## config.mk

```make
export PLATFORM = sky130hd
export DESIGN_NAME = gray_ptr_fifo_ctrl_flat
export DESIGN_NICKNAME = d
export VERILOG_FILES = /design/src/rtl/gray_ptr_fifo_ctrl_if.sv /design/src/rtl/gray_ptr_fifo_ctrl.sv /design/src/flat_wrapper.sv
export SDC_FILE = /design/constraint.sdc
export NUM_CORES = 1
export LEC_CHECK = 0
export ABC_CLOCK_PERIOD_IN_PS = 2500
export CORE_UTILIZATION = 42
export DETAILED_ROUTE_END_ITERATION = 7
export GPL_TIMING_DRIVEN = 0
export PLACE_DENSITY = 0.81
export SLEW_MARGIN = 15
export SYNTH_ARGS = -nofsm -noshare
export SYNTH_HDL_FRONTEND = slang
export SYNTH_SLANG_ARGS = --single-unit
```

## constraint.sdc

```tcl
create_clock -name clk -period 2.5 [get_ports clk]
set_clock_uncertainty 0.15 [all_clocks]
set_input_delay 0.5 -clock clk [delete_from_list [all_inputs] [get_ports clk]]
set_output_delay 0.5 -clock clk [all_outputs]
set_load 0.01 [all_outputs]
```

## src/rtl/gray_ptr_fifo_ctrl_if.sv

```systemverilog
// gray_ptr_fifo_ctrl_if: request/status bundle between a FIFO user and the Gray-pointer controller.
interface gray_ptr_fifo_ctrl_if #(parameter int ADDR_W = 4);
  logic wr_en, rd_en, wr_accept, rd_accept;
  logic full, empty, almost_full, overflow, underflow;
  logic [ADDR_W-1:0] wr_addr, rd_addr;
  logic [ADDR_W:0] wr_ptr_gray, rd_ptr_gray, count;
  modport master(
    output wr_en, rd_en,
    input wr_addr, rd_addr, wr_accept, rd_accept, wr_ptr_gray, rd_ptr_gray,
    input full, empty, almost_full, count, overflow, underflow
  );
  modport slave(
    input wr_en, rd_en,
    output wr_addr, rd_addr, wr_accept, rd_accept, wr_ptr_gray, rd_ptr_gray,
    output full, empty, almost_full, count, overflow, underflow
  );
endinterface

```

## src/rtl/gray_ptr_fifo_ctrl.sv

```systemverilog
// gray_ptr_fifo_ctrl: single-clock FIFO pointer controller with Gray-coded pointers and registered status.
module gray_ptr_fifo_ctrl #(
  parameter int ADDR_W = 4,
  parameter int AF_LEVEL = 12
) (
  input logic clk,
  input logic rst_n,
  gray_ptr_fifo_ctrl_if.slave bus
);
  // full when the two top Gray bits differ and the rest match; also covers ADDR_W=1
  localparam logic [ADDR_W:0] FULL_MASK = (ADDR_W+1)'(3) << (ADDR_W-1);
  localparam logic [ADDR_W:0] AF = (ADDR_W+1)'(AF_LEVEL);
  logic [ADDR_W:0] wb, rb, wb_n, rb_n, ng_w, ng_r, cnt_n;
  logic wa, ra;
  assign wa = bus.wr_en & ~bus.full;
  assign ra = bus.rd_en & ~bus.empty;
  assign bus.wr_accept = wa;
  assign bus.rd_accept = ra;
  assign bus.wr_addr = wb[ADDR_W-1:0];
  assign bus.rd_addr = rb[ADDR_W-1:0];
  always_comb begin
    wb_n = wb + (ADDR_W+1)'(wa);
    rb_n = rb + (ADDR_W+1)'(ra);
    ng_w = wb_n ^ (wb_n >> 1);
    ng_r = rb_n ^ (rb_n >> 1);
    cnt_n = wb_n - rb_n;
  end
  always_ff @(posedge clk) begin
    if (!rst_n) begin
      wb <= '0;
      rb <= '0;
      bus.wr_ptr_gray <= '0;
      bus.rd_ptr_gray <= '0;
      bus.count <= '0;
      bus.empty <= 1'b1;
      bus.full <= 1'b0;
      bus.almost_full <= 1'b0;
      bus.overflow <= 1'b0;
      bus.underflow <= 1'b0;
    end else begin
      wb <= wb_n;
      rb <= rb_n;
      bus.wr_ptr_gray <= ng_w;
      bus.rd_ptr_gray <= ng_r;
      bus.count <= cnt_n;
      bus.empty <= ng_w == ng_r;
      bus.full <= ng_w == (ng_r ^ FULL_MASK);
      bus.almost_full <= cnt_n >= AF;
      bus.overflow <= bus.wr_en & bus.full;
      bus.underflow <= bus.rd_en & bus.empty;
    end
  end
endmodule

```

## src/flat_wrapper.sv

```systemverilog
// flat-port wrapper written by rule: the top's interface ports become plain ports
module gray_ptr_fifo_ctrl_flat 
#(
  parameter int ADDR_W = 4,
  parameter int AF_LEVEL = 12
)
  (clk, rst_n, bus_wr_en, bus_rd_en, bus_wr_addr, bus_rd_addr, bus_wr_accept, bus_rd_accept, bus_wr_ptr_gray, bus_rd_ptr_gray, bus_full, bus_empty, bus_almost_full, bus_count, bus_overflow, bus_underflow);
  gray_ptr_fifo_ctrl_if #(.ADDR_W(ADDR_W)) bus_i ();
  input logic clk;
  input logic rst_n;
  input wire logic [$bits(bus_i.wr_en)-1:0] bus_wr_en;
  input wire logic [$bits(bus_i.rd_en)-1:0] bus_rd_en;
  output wire logic [$bits(bus_i.wr_addr)-1:0] bus_wr_addr;
  output wire logic [$bits(bus_i.rd_addr)-1:0] bus_rd_addr;
  output wire logic [$bits(bus_i.wr_accept)-1:0] bus_wr_accept;
  output wire logic [$bits(bus_i.rd_accept)-1:0] bus_rd_accept;
  output wire logic [$bits(bus_i.wr_ptr_gray)-1:0] bus_wr_ptr_gray;
  output wire logic [$bits(bus_i.rd_ptr_gray)-1:0] bus_rd_ptr_gray;
  output wire logic [$bits(bus_i.full)-1:0] bus_full;
  output wire logic [$bits(bus_i.empty)-1:0] bus_empty;
  output wire logic [$bits(bus_i.almost_full)-1:0] bus_almost_full;
  output wire logic [$bits(bus_i.count)-1:0] bus_count;
  output wire logic [$bits(bus_i.overflow)-1:0] bus_overflow;
  output wire logic [$bits(bus_i.underflow)-1:0] bus_underflow;
  assign bus_i.wr_en = bus_wr_en;
  assign bus_i.rd_en = bus_rd_en;
  assign bus_wr_addr = bus_i.wr_addr;
  assign bus_rd_addr = bus_i.rd_addr;
  assign bus_wr_accept = bus_i.wr_accept;
  assign bus_rd_accept = bus_i.rd_accept;
  assign bus_wr_ptr_gray = bus_i.wr_ptr_gray;
  assign bus_rd_ptr_gray = bus_i.rd_ptr_gray;
  assign bus_full = bus_i.full;
  assign bus_empty = bus_i.empty;
  assign bus_almost_full = bus_i.almost_full;
  assign bus_count = bus_i.count;
  assign bus_overflow = bus_i.overflow;
  assign bus_underflow = bus_i.underflow;
  gray_ptr_fifo_ctrl #(.ADDR_W(ADDR_W), .AF_LEVEL(AF_LEVEL)) u_core (.clk(clk), .rst_n(rst_n), .bus(bus_i));
endmodule
```

# Word-level counts from Yosys, hierarchy flattened
# Index checks and enable logic that the tools add are counted.
# classes
n_addsub	3
n_lt_le_gt_ge	1
n_eq_ne	2
bitwise_logic	9
# ops
cell	n
$add A5 B1 Y5	2
$eq A5 B5 Y1	2
$xor A5 B4 Y5	2
$ge A5 B4 Y1 const B	1
$sub A5 B5 Y5	1
$and A1 B1 Y1	4
$not A1 Y1	2
$not A2 Y2	1
# totals
ff_bits	30
in_bits	4
output_inout_bits	30
wordCells	25

# Logic depth before layout (Yosys ltp)
# logic_depth
ltp_word	6
mapped_depth	11
depth_no_buf	11

# Worst setup path after synthesis
# Ideal clock, no wire load.
# synth_path
path_type	input to register
from	input port bus_wr_en
to	register u_core.bus.almost_full
setup_ns	0.135
t_arrival_ns	2.325
t_required_ns	2.215
path_slack_ns	-0.110
path_stages	11
path_buffers	1
path_cell_list	nor2b_1 -> ha_1 -> ha_1 -> clkbuf_1 -> xnor2_1 -> ha_1 -> inv_1 -> a21oi_1 -> o221ai_1 -> nor2b_1 -> o221ai_1
# synth_via
elab_chain_cells	4
# synth_rtl
element	line	rtl
start, declared	flat_wrapper.sv:11	input wire logic [$bits(bus_i.wr_en)-1:0] bus_wr_en;
$and A1 B1 Y1	gray_ptr_fifo_ctrl.sv:15	assign wa = bus.wr_en & ~bus.full;
$add A5 B1 Y5	gray_ptr_fifo_ctrl.sv:22	wb_n = wb + (ADDR_W+1)'(wa);
named net u_core.wb_n[1]	gray_ptr_fifo_ctrl.sv:13	logic [ADDR_W:0] wb, rb, wb_n, rb_n, ng_w, ng_r, cnt_n;
$sub A5 B5 Y5	gray_ptr_fifo_ctrl.sv:26	cnt_n = wb_n - rb_n;
$ge A5 B4 Y1	gray_ptr_fifo_ctrl.sv:48	bus.almost_full <= cnt_n >= AF;
end signal, assigned	gray_ptr_fifo_ctrl.sv:37	bus.almost_full <= 1'b0;
end signal, assigned	gray_ptr_fifo_ctrl.sv:48	
end, declared	gray_ptr_fifo_ctrl_if.sv:15	output full, empty, almost_full, count, overflow, underflow
# The timed path passes the listed nets, and every way through them passes these cells.
# A chain may end at the register's enable or synchronous reset.

# Worst setup path after layout
# layout_path
from	input port bus_rd_en
to	register u_core.bus.almost_full
# layout_via
elab_chain_cells	4
# layout_rtl
element	line	rtl
start, declared	flat_wrapper.sv:12	input wire logic [$bits(bus_i.rd_en)-1:0] bus_rd_en;
$and A1 B1 Y1	gray_ptr_fifo_ctrl.sv:16	assign ra = bus.rd_en & ~bus.empty;
$add A5 B1 Y5	gray_ptr_fifo_ctrl.sv:23	rb_n = rb + (ADDR_W+1)'(ra);
named net u_core.rb_n[1]	gray_ptr_fifo_ctrl.sv:13	
$sub A5 B5 Y5	gray_ptr_fifo_ctrl.sv:26	
$ge A5 B4 Y1	gray_ptr_fifo_ctrl.sv:48	
# The timed path passes the listed nets, and every way through them passes these cells.

==> results by group <==
Detailed routing
  – Vias post-DR: 852
  – Total wire length: 2360 µm
  – Drt initial violations: 7
  – Via/cell ratio: 4.73
  – DR DRC count: 0
  – Routed wire per std cell: 13.1 µm
  – DR pass1 iterations: 4
  – Remaining antenna violation count: 0

Die
  – DIE WIDTH: 55.3 µm
  – Initial core utilization: 46.1%
  – Boundary pin count: 34
  – DIE AREA: 0.00306 mm²
  – # rows: 18
  – CORE AREA: 0.00259 mm²
  – Die height: 55.3 µm

Logic synthesis
  – Mapped Nets: 120
  – Async SR Flop Fraction: 0%
  – Seq/Total Area, Yosys: 46.9%
  – Primary FF master, synth: dfxtp_1
  – Top cells by area, synth: dfxtp_1 47%, and2_1 8.4%, ha_1 6.3%, xnor2_1 5.9%, xor2_1 5.9%
  – FF+latch count, synth: 28
  – Synth area leader: dfxtp_1
  – Synth Instances: 110
  – Post-synthesis cell area: 0.00119 mm²
  – Mean Syn Cell Area: 10.9 µm²
  – Post-synth EDFFs: 0
  – Most frequent cells after synthesis: 28 x dfxtp_1, 16 x and2_1, 9 x nor2b_1, 8 x xnor2_1, 8 x xor2_1
  – Count leader, synth: dfxtp_1
  – Library cells used by synthesis: 23
  – Share of the synthesized area in the top cell type: 46.9%
  – YS warnings: 0

Cells and area
  – Fill count: 198
  – Ant. Diodes: 0
  – Layout net count: 161
  – Layout cell share with drive strength beyond 1: 19.3%
  – Area Growth Syn to Fin: 45.9%

Global routing
  – Global-route usage over all layers: 16.0%
  – Largest net degree at the start of global routing: 16
  – Initial antenna violation count: 0
  – Vias in the first global route: 861
  – Total congestion overflow: 0
  – First-pass GRT wire length: 3880 µm

Placed design
  – Number of port buffers: 33
  – Post-DP HPWL: 1630 µm
  – Final weighted congestion in routability-driven placement: 0.723
  – Setup WS pre-CTS: -0.576 ns

Power and ir drop
  – Pwr Density: 609 mW/mm²
  – VDD IR-drop max: 442 µV
  – Power consumption: 1.06 mW
  – Leakage: 0.686 nW

Clocking
  – Clock tree from TritonCTS: done
  – TritonCTS Buffers: 3
  – Reg clk slew, reported paths: 0.14 ns
  – Skew-Pair Late Insertion Delay: 0.32 ns
  – Clock Tree Buf Depth: 2
  – CTS Hold Bufs: 0
  – H-tree levels: 1
  – TritonCTS sink count: 28
  – Root Driver: clkbuf_4

STA
  – Slew HR: 71.8%
  – Max Slew Vio Count: 0
  – Tmin final: 2.46 ns
  – WHS: 0.301 ns
  – Period Utilization, post-route: 98.3%
  – Setup TNS Final: 0 ns
  – Worst slew pin tran: 0.423 ns
  – Final WS setup: 0.0419 ns
  – Final setup fails: 0
  – Fmax achieved: 407 MHz
  – Final hold vios: 0

Flow run
  – Max Cap Violations: 0

Critical path
  – Critical path's slowest cell: clkdlybuf4s50_1
  – R2r setup slk: 0.30 ns
  – CP Cell Sequence: clkdlybuf4s50_1 > nor2b_4 > ha_4 > ha_4 > inv_2 > maj3_2 > maj3_2 > xnor2_2 > o221ai_2
  – CP arrival: 2.52 ns
  – Reg2Reg Depth: 8
  – FF-to-FF End: u_core.bus.almost_full$_SDFF_PN0_
  – Reg-to-Reg Start: u_core.bus.empty$_SDFF_PN1_
  – Worst-path maximum fanout: 5
  – Worst Setup Start Kind: input pin
  – Critical Path Source: bus_rd_en
  – Req. time, crit path: 2.57 ns
  – CP max stage delay: 0.42 ns
  – Type of the worst setup path: input pin to flop
  – Crit path capture type: flop

Hold path
  – Hold Path Depth: 2
  – Min-delay src: bus_wr_en
  – Hold Crit Class: input pin to flop
  – End point of the worst hold path: u_core.bus.overflow$_SDFF_PN0_

Status
  – Status: completed
## layer usage
metal  vias up  GRT usage, %  part of all wire (%)
li1        430             -                     -
met1       401          18.4                    41
met3         4          3.51                   2.9
met2        17          28.2                    56
met4         0          7.50                  0.68
met5         -             0                     0
## state kept, by name, indices dropped and copies added, names as in the netlist
name / cells
u_core.wb: 5
u_core.bus.rd_ptr_gray: 4
u_core.bus.overflow: 1
u_core.bus.wr_ptr_gray: 4
u_core.bus.underflow: 1
u_core.bus.almost_full: 1
u_core.rb: 5
u_core.bus.full: 1
u_core.bus.count: 5
u_core.bus.empty: 1
## per-stage QoR
step                      instances  instance area, µm²  util, %
after floorplan                 110                1200        -
after global placement          173                1570     60.7
after detailed placement        173                1570     60.7
after CTS                       176                1680     64.8
after global routing            180                1740     67.3
final                           180                1740     67.3
## layout make-up
cell class | instances | area, µm² | share of cell area, %
multi-input combinational | 73 | 716 | 41.1
sequential | 28 | 561 | 32.2
timing repair buffer | 37 | 363 | 20.8
tap | 30 | 37.5 | 2.15
clock buffer | 4 | 36.3 | 2.08
inverter | 6 | 22.5 | 1.29
buffer | 2 | 7.51 | 0.431
## where the power goes
group          switching [mW]  internal [mW]  total, mW
clock network           0.124         0.0890      0.213
logic                   0.143          0.194      0.337
registers              0.0221          0.490      0.512
## kinds of logic after synthesis
kind of cell	count (synthesis)	share of synthesized area (%)
AO/OA/AOI/OAI	5	2.72
XOR/XNOR	21	19.5
adder cells (fa/ha/maj)	8	8.17
buffers and inverters	9	2.83
flip-flops	28	46.9
AND/OR/NAND/NOR	39	19.9
## cells in the final DEF, fill, tap and decap left out, types with 4 or more instances in the layout
cell,count
ha_4,4
nand3_1,4
inv_1,5
clkdlybuf4s50_1,32
xnor2_1,6
nor2b_1,6
and2_1,16
xor2_1,8
dfxtp_1,28
buf_4,4
## repair_timing
| action | CTS | global route |
|---|---|---|
| resized for setup | 12 | 6 |
| endpoints found under the setup margin | 3 | 2 |
| buffers inserted | 0 | 4 |
| pin swaps | 1 | 4 |
## critical path: cells and delay by family
family / cells / cell delay, ns
and+or+nand+nor: 1 / 0.15
buffers and inverters: 2 / 0.47
xor gates and xnor gates: 1 / 0.20
adders and majority gates: 4 / 1.09
AOI/OAI and AO/OA: 1 / 0.11
## worst max-delay path by stage
stage	end	slack [ns]	cells after the start
floorplan	u_core.bus.almost_full$_SDFF_PN0_	0.02	11
finish	u_core.bus.almost_full$_SDFF_PN0_	0.04	9
global route	u_core.bus.almost_full$_SDFF_PN0_	-0.008	11
CTS	u_core.bus.almost_full$_SDFF_PN0_	0.02	11
global placement	u_core.bus.almost_full$_SDFF_PN0_	-0.54	12
detailed placement	u_core.bus.almost_full$_SDFF_PN0_	-0.58	12
No activity file was read; power rests on OpenSTA's default activity.
